==> config.mk <==
export PLATFORM = sky130hd
export DESIGN_NAME = spi_controller_flat
export DESIGN_NICKNAME = d
export VERILOG_FILES = /design/src/rtl/spi_controller_if.sv /design/src/rtl/spi_controller.sv /design/src/flat_wrapper.sv
export SDC_FILE = /design/constraint.sdc
export NUM_CORES = 1
export LEC_CHECK = 0
export BUFFER_PORTS_ARGS = -buffer_cell sky130_fd_sc_hd__buf_2
export CAP_MARGIN = 30
export CORE_ASPECT_RATIO = 1.1
export CORE_MARGIN = 2
export CORE_UTILIZATION = 45
export CTS_CLUSTER_DIAMETER = 200
export DETAILED_ROUTE_END_ITERATION = 6
export GPL_ROUTABILITY_DRIVEN = 0
export PLACE_DENSITY_LB_ADDON = 0.2
export SLEW_MARGIN = 5
export SYNTH_ARGS = -nofsm -noshare
export SYNTH_HDL_FRONTEND = slang
export SYNTH_SLANG_ARGS = --single-unit
export TNS_END_PERCENT = 5
==> constraint.sdc <==
create_clock -name clk -period 4.5 [get_ports clk]
set_clock_uncertainty 0.1 [all_clocks]
set_input_delay 0.45 -clock clk [delete_from_list [all_inputs] [get_ports clk]]
set_output_delay 0.45 -clock clk [all_outputs]
set_load 0.01 [all_outputs]
==> src/rtl/spi_controller_if.sv <==
// Write-request handshake and SPI pin bundle for spi_controller.
// master: the requester/bench side; slave: the controller itself.
interface spi_controller_if;
  logic       start;
  logic [6:0] wr_addr;
  logic [7:0] wr_data;
  logic       busy;
  logic       done;
  logic       err;
  logic       sclk;
  logic       copi;
  logic       cs_n;

  modport master (
    output start, wr_addr, wr_data,
    input  busy, done, err, sclk, copi, cs_n
  );

  modport slave (
    input  start, wr_addr, wr_data,
    output busy, done, err, sclk, copi, cs_n
  );
endinterface

==> src/rtl/spi_controller.sv <==
// SPI mode-0 write-only controller: 16-bit frame {1'b1, addr[6:0], data[7:0]}, MSB first.
// Optional macro SPI_CTRL_ADDR_CHECK_EN rejects addresses above 4 with an err pulse.
module spi_controller #(
  parameter int CLK_DIV = 4
) (
  input logic            clk,
  input logic            rst,
  spi_controller_if.slave bus
);

  localparam logic [7:0] HP_RELOAD = 8'(CLK_DIV - 1);

  typedef enum logic [2:0] {IDLE, SETUP, SHIFT, HOLD, GAP} state_t;

  state_t      state;
  logic [7:0]  hp_cnt;
  logic [3:0]  bit_cnt;
  logic [15:0] shreg;
  logic        sclk_r;
  logic        copi_r;
  logic        cs_n_r;
  logic        busy_r;
  logic        done_r;
  logic        err_r;
  logic        addr_ok;
  logic        hp_end;

`ifdef SPI_CTRL_ADDR_CHECK_EN
  assign addr_ok = (bus.wr_addr <= 7'd4);
`else
  assign addr_ok = 1'b1;
`endif

  assign hp_end = (hp_cnt == 8'd0);

  always_ff @(posedge clk) begin
    if (rst) begin
      state   <= IDLE;
      hp_cnt  <= 8'd0;
      bit_cnt <= 4'd0;
      shreg   <= 16'd0;
      sclk_r  <= 1'b0;
      copi_r  <= 1'b0;
      cs_n_r  <= 1'b1;
      busy_r  <= 1'b0;
      done_r  <= 1'b0;
      err_r   <= 1'b0;
    end else begin
      done_r <= 1'b0;
      err_r  <= 1'b0;
      unique case (state)
        IDLE: begin
          if (bus.start) begin
            if (addr_ok) begin
              state   <= SETUP;
              shreg   <= {1'b1, bus.wr_addr, bus.wr_data};
              hp_cnt  <= HP_RELOAD;
              bit_cnt <= 4'd0;
              cs_n_r  <= 1'b0;
              busy_r  <= 1'b1;
              copi_r  <= 1'b1;
              sclk_r  <= 1'b0;
            end else begin
              err_r <= 1'b1;
            end
          end
        end
        SETUP: begin
          if (hp_end) begin
            state  <= SHIFT;
            sclk_r <= 1'b1;
            hp_cnt <= HP_RELOAD;
          end else begin
            hp_cnt <= hp_cnt - 8'd1;
          end
        end
        SHIFT: begin
          if (hp_end) begin
            hp_cnt <= HP_RELOAD;
            if (sclk_r) begin
              // Falling edge: advance to the next bit, except after bit0 which is held into HOLD.
              sclk_r <= 1'b0;
              if (bit_cnt != 4'd15) begin
                copi_r <= shreg[14];
                shreg  <= {shreg[14:0], 1'b0};
              end
            end else if (bit_cnt == 4'd15) begin
              state <= HOLD;
            end else begin
              bit_cnt <= bit_cnt + 4'd1;
              sclk_r  <= 1'b1;
            end
          end else begin
            hp_cnt <= hp_cnt - 8'd1;
          end
        end
        HOLD: begin
          if (hp_end) begin
            state  <= GAP;
            cs_n_r <= 1'b1;
            copi_r <= 1'b0;
            done_r <= 1'b1;
            hp_cnt <= HP_RELOAD;
          end else begin
            hp_cnt <= hp_cnt - 8'd1;
          end
        end
        GAP: begin
          if (hp_end) begin
            state  <= IDLE;
            busy_r <= 1'b0;
          end else begin
            hp_cnt <= hp_cnt - 8'd1;
          end
        end
        default: state <= IDLE;
      endcase
    end
  end

  assign bus.sclk = sclk_r;
  assign bus.copi = copi_r;
  assign bus.cs_n = cs_n_r;
  assign bus.busy = busy_r;
  assign bus.done = done_r;
`ifdef SPI_CTRL_ADDR_CHECK_EN
  assign bus.err  = err_r;
`else
  assign bus.err  = 1'b0;
`endif

endmodule
==> src/flat_wrapper.sv <==
// flat-port wrapper written by rule: the top's interface ports become plain ports
module spi_controller_flat 
#(
  parameter int CLK_DIV = 4
)
  (clk, rst, bus_start, bus_wr_addr, bus_wr_data, bus_busy, bus_done, bus_err, bus_sclk, bus_copi, bus_cs_n);
  spi_controller_if bus_i ();
  input logic clk;
  input logic rst;
  input wire logic [$bits(bus_i.start)-1:0] bus_start;
  input wire logic [$bits(bus_i.wr_addr)-1:0] bus_wr_addr;
  input wire logic [$bits(bus_i.wr_data)-1:0] bus_wr_data;
  output wire logic [$bits(bus_i.busy)-1:0] bus_busy;
  output wire logic [$bits(bus_i.done)-1:0] bus_done;
  output wire logic [$bits(bus_i.err)-1:0] bus_err;
  output wire logic [$bits(bus_i.sclk)-1:0] bus_sclk;
  output wire logic [$bits(bus_i.copi)-1:0] bus_copi;
  output wire logic [$bits(bus_i.cs_n)-1:0] bus_cs_n;
  assign bus_i.start = bus_start;
  assign bus_i.wr_addr = bus_wr_addr;
  assign bus_i.wr_data = bus_wr_data;
  assign bus_busy = bus_i.busy;
  assign bus_done = bus_i.done;
  assign bus_err = bus_i.err;
  assign bus_sclk = bus_i.sclk;
  assign bus_copi = bus_i.copi;
  assign bus_cs_n = bus_i.cs_n;
  spi_controller #(.CLK_DIV(CLK_DIV)) u_core (.clk(clk), .rst(rst), .bus(bus_i));
endmodule
# --- Word-level counts from Yosys, hierarchy flattened ---
# Cells that the tools add are included.
totals:
  latch_bits: 0
  mem_count: 0
  reg_bits: 35
  inputBits: 18
  rom_bits: 0
  mem_bits_rw: 0
op_classes:
  n_addsub: 2
  n_mux: 37
  bitwise_logic: 1
  div_mod_pow: 0
  n_reduce_logical: 18
  magnitude_cmp: 0
  shift: 0
  n_eq_ne: 17
  multipliers: 0
op_table:
  columns: ["cell", "count"]
  rows:
  - ["two-way mux 15 bit", 4]
  - ["case mux 15 bit (2 select lines)", 1]
  - ["two-way mux 8 bit", 3]
  - ["case mux 8 bit (3 select lines)", 1]
  - ["two-way mux 3 bit", 7]
  - ["two-way mux 4 bit", 4]
  - ["case mux 3 bit (5 select lines)", 1]
  - ["inequality test 2 x 1 -> 1 bit, second input constant", 7]
  - ["two-way mux 1 bit", 11]
  - ["AND reduction 5 bit", 2]
  - ["AND reduction 3 bit", 3]
  - ["nonzero test 3 bit", 3]
  - ["zero test 8 bit", 1]
  - ["inequality test 2 bit, second input constant", 4]
  - ["case mux 4 bit (2 select lines)", 1]
  - ["subtractor 8 x 1 -> 8 bit, second input constant", 1]
  - ["AND reduction 7 bit", 1]
  - ["equality test 3 x 2 -> 1 bit, second input constant", 2]
  - ["case mux 1 bit (3 select lines)", 2]
  - ["AND reduction 6 bit", 1]
  - ["nonzero test 2 bit", 3]
  - ["adder 4 x 1 -> 4 bit, second input constant", 1]
  - ["equality test 4 bit, second input constant", 1]
  - ["inequality test 4 bit, second input constant", 1]
  - ["other kinds (8)", 9]

# --- Logic depth before layout (Yosys ltp) ---
logic_depth:
  word_depth: 5
  mapped_depth: 8

# --- Worst setup path after synthesis ---
# Ideal clock, no wire load.
synth_timing:
  path_kind: "register to register"
  start: "reg u_core.hp_cnt[0]"
  end: "reg u_core.shreg[12]"
  t_required_ns: 4.266
  slack_ns: 2.338
  setup_ns: 0.134
  stages_incl_launch_ff: 9
  t_arrival_ns: 1.928
  synth_period_minus_slack_ns: 2.162
  path_buffers: 2
  path_cell_list: "dfxtp_1 inv_1 ha_1 or3b_2 o41ai_4 and2_0 buf_4 buf_12 a211oi_1"
synth_between:
  elab_chain_cells: 3
synth_rtl:
  columns: ["item", "line_no", "source"]
  rows:
  - ["start, declared", "spi_controller.sv:16", "logic [7:0] hp_cnt;"]
  - ["start signal, assigned", "spi_controller.sv:74", "hp_cnt <= hp_cnt - 8'd1;"]
  - ["start signal, assigned", "spi_controller.sv:94", "hp_cnt <= hp_cnt - 8'd1;"]
  - ["start signal, assigned", "spi_controller.sv:105", "hp_cnt <= hp_cnt - 8'd1;"]
  - ["zero test 8 bit", "spi_controller.sv:34", "assign hp_end = (hp_cnt == 8'd0);"]
  - ["inequality test 2 x 1 -> 1 bit (no source line)", null, null]
  - ["AND reduction 5 bit (no source line)", null, null]
  - ["end signal, assigned", "spi_controller.sv:56", "shreg <= {1'b1, bus.wr_addr, bus.wr_data};"]
  - ["end signal, assigned", "spi_controller.sv:85", "shreg <= {shreg[14:0], 1'b0};"]
  - ["end, declared", "spi_controller.sv:18", "logic [15:0] shreg;"]
# Every way passes these cells.
# A chain may end at the register's enable or synchronous reset.

# --- Final worst setup path ---
layout_timing:
  start: "reg u_core.hp_cnt[0]"
  end: "reg u_core.shreg[6]"
# Same word-level chain as after synthesis.

==> summary by stage <==
Status
The flow ran to the end, and the final reports show no timing, DRC or antenna violations.

Global route
The initial antenna violation count is 0. The via count of the first global-routing pass is 1545. The first global-routing pass estimated 7307 µm of wire. Entering global routing, the biggest net connects 32 pins. The aggregate global routing overflow is 0. The overall fraction of global-route tracks in use is 0.1963.

Power
The total leakage power is 0.8009 nW. The overall power is 1.442 mW. IR analysis of the VDD net gives a maximum drop of 0.2936 mV. The total power density per cell area is 675.0 nW/µm².

Clocking
Gates resized during post-CTS repair numbered 0. The library cell used as clock root buffer is sky130_fd_sc_hd__clkbuf_8. After clock tree synthesis, the clock-pin slew on the worst setup and hold paths is 0.08 ns.

Buffers added to address setup during post-CTS repair amount to 0. The number of hold buffers added after CTS was 0. In this run, CTS created clock tree buffers numbering 5. The clock passes through at most 2 buffers. The maximum level of the CTS H-tree is 2. The CTS tree is yes.

The number of clock sinks seen by CTS is 35. At the later pin of the worst-skew pair, clock insertion delay measures 0.29 ns.

Drt
After detailed routing, the number of vias per cell comes to 5.837. The post-detailed-route count of antenna-violating nets is 0. In the final routed layout, each cell accounts on average for 14.82 µm. For this run, design rule violations remaining after detail routing come to 0. The first detailed-routing pass took 4 iterations. The vias after detailed routing is 1652. The initial DRC count is 102.

For this block, the routed nets add up to 4193 µm of wire.

Placement
After detailed placement, the design holds a cell count of 275. In this run the tool buffered the top-level ports with 22 buffer cells. Once detailed placement completed, the half-perimeter wirelength came to 2835 µm.

Timing
For the pin with the worst max-slew slack, the measured transition is 0.8011 ns. The number of hold violations in the final report is 0. For the finished layout, the period the worst path requires is 2.756 ns. Dividing the final minimum period by the clock period gives 0.6125.

The upper clock frequency limit is 362.8 MHz. Setup repair after global routing left no endpoint under its margin. Hold is met by 0.3075 ns.

The final count of negative-setup-slack endpoints is 0. The relative slew slack is 0.4656. The number of max-slew violations in the final report was 0.

The total negative slack is 0 ns.

Synth
Of all cell types, the one taking the most synthesized area is sky130_fd_sc_hd__dfxtp_1. The proportion of synthesized flip-flops having asynchronous set or reset is 0. Synthesis handed over a netlist of 213 instances. The mean area per synthesized cell is 8.976 µm².

Of the synthesized area, sequential elements account for 0.3665. In this run, synthesis produced a sequential element count of 35. For this run, the leading register cell type out of synthesis is sky130_fd_sc_hd__dfxtp_1. The commonest cells after synthesis are sky130_fd_sc_hd__dfxtp_1, sky130_fd_sc_hd__a21oi_1, sky130_fd_sc_hd__mux2i_1. The number of distinct library cells after synthesis is 59. The count of synthesis-stage warnings from yosys is 0. Yosys mapped a number of flops with a built-in enable equal to 0. The most frequently used cell type in the post-synthesis netlist is sky130_fd_sc_hd__dfxtp_1. The top-area cell type share of the netlist area is 0.3665.

In the post-synthesis netlist, the biggest area contributors are sky130_fd_sc_hd__dfxtp_1, sky130_fd_sc_hd__mux2i_1, sky130_fd_sc_hd__a21oi_1. After synthesis the cells add up to 1912 µm². When the netlist entered floorplanning its net count stood at 234.

Min path
In this run the worst hold path is classified as input port to flip-flop. The path with the worst hold slack has its endpoint at u_core.shreg[0]. The worst hold path depth is 3.

The worst hold path begins at bus_wr_data[0].

Job
The tool flagged a number of max-cap violations equal to 0.

Final layout
In the final layout, the share of cells above drive strength 1 is 0.2035. At the end of the flow the core is filled with cells to 0.5308. The diode insertion count for antenna repair is 0.

The area growth from synthesis to layout is 11.71%. The final instance count without filler cells is 283. For this run, the post-layout net count is 251.

Fill cells in the final layout number 404.

Critical path
Data on the critical path arrives at its endpoint at 2.79 ns. The largest driver fanout on the critical path is 16. The type of origin of the critical path is a flip-flop. STA puts the critical path data required time at 4.53 ns. The endpoint identified for the worst register-to-register timing path is u_core.shreg[6]. In this run the critical register-to-register path is launched from u_core.hp_cnt[0]. The setup path with the least slack is of type flip-flop to flip-flop.

The critical path goes through inv_1 -> ha_1 -> or3b_2 -> o41ai_4 -> buf_4 -> and2_0 -> a211oi_1. The worst-case register-to-register setup slack is 1.74 ns. Counting both buffers and inverters, the worst setup path holds a total of 2. The slowest stage of the critical path belongs to the cell sky130_fd_sc_hd__and2_0. The maximum cell stage delay along the critical path is 0.67 ns. Counting cells, the worst reg-to-reg path comes to 7. The cell class contributing the biggest share of worst-path delay is simple AND/OR/NAND/NOR gates. STA classifies the critical path endpoint as a flip-flop.

Floorplan
The count of boundary I/O pins is 24. The die covers 4786 µm². The floorplan core area is 4024 µm².

The site row count is 24. In this run the horizontal extent of the chip is 66.15 µm. For this configuration, the core starts out at a cell density of 0.4751.

The height of the chip is 72.36 µm.
==> layer usage <==
layer	track usage	share of wire	vias up
met3	0.05426	0.039	6
met5	0	0	-
met1	0.2486	0.47	778
met2	0.3089	0.47	27
met4	0.09070	0.019	0
li1	-	-	841
==> layout make-up <==
type,count,area (µm²),area share
clock buffers,5,68.82,0.03222
clock inverters,3,43.79,0.02050
inverters,4,15.01,0.007030
multi-input cells,159,1110,0.5196
flip-flops and latches,35,700.7,0.3281
well taps,52,65.06,0.03046
repair buffers,25,132.6,0.06210
==> metrics by stage <==
stage               setup WS [ns]  instance area [µm²]
floorplan                   2.338                 1912
global placement            1.817                 2023
detailed placement          1.748                 2023
CTS                         1.716                 2136
global route                1.551                 2136
finish                      1.744                 2136
==> worst register-to-register path: cells and delay by family, from the launching register on <==
kind / cells / cell delay, ns
flops: 1 / 0.33
compound gates: 2 / 0.46
fa+ha+maj: 1 / 0.18
buf+inv: 2 / 0.35
simple gates: 2 / 1.18
==> cells in the final DEF, fill, tap and decap left out, drive strengths merged, types with 3 or more instances in the layout <==
master,netlist,final
mux2i,16,16
o31ai,3,3
a21boi,3,3
nor3,4,4
nand2b,3,3
nand3,7,7
nor2b,4,4
nand2,8,8
o21ai,7,7
nor2,13,13
a21oi,26,26
or4,4,4
buf,7,25
or3,5,5
dfxtp,35,35
nor3b,4,4
ha,3,3
inv,4,4
clkbuf,8,5
a211oi,15,15
==> power breakdown <==
| part | internal [mW] | switching [mW] | total, mW |
|---|---|---|---|
| Clock | 0.165 | 0.122 | 0.287 |
| Sequential | 0.419 | 0.114 | 0.533 |
| Combinational | 0.277 | 0.344 | 0.621 |
| Total | 0.861 | 0.581 | 1.44 |
==> registers in the layout, summed over array words and instances, names as in the netlist <==
register,flops
u_core.bit_cnt,4
u_core.bus.busy,1
u_core.bus.copi,1
u_core.bus.cs_n,1
u_core.bus.done,1
u_core.bus.sclk,1
u_core.hp_cnt,8
u_core.shreg,15
u_core.state,3
==> worst max path at each step <==
stage	start	endpoint	slack, ns	cells after the start
global placement	u_core.hp_cnt[0]	u_core.shreg[2]	1.82	7
global route	u_core.hp_cnt[0]	u_core.shreg[8]	1.55	7
detailed placement	u_core.hp_cnt[0]	u_core.shreg[8]	1.75	7
CTS	u_core.hp_cnt[0]	u_core.shreg[6]	1.72	7
finish	u_core.hp_cnt[0]	u_core.shreg[6]	1.74	7
floorplan	u_core.hp_cnt[0]	u_core.shreg[12]	2.34	8
==> cell families after synthesis <==
kind of cell	after synthesis	synth area share
and+or+nand+nor	66	0.2075
AOI/OAI and AO/OA	71	0.2546
DFF	35	0.3665
adders and majority gates	3	0.01964
muxes	17	0.08966
xor gates and xnor gates	1	0.004582
buffers and inverters	19	0.05562
other	1	0.001961
No activity file was read; power rests on OpenSTA's default activity.
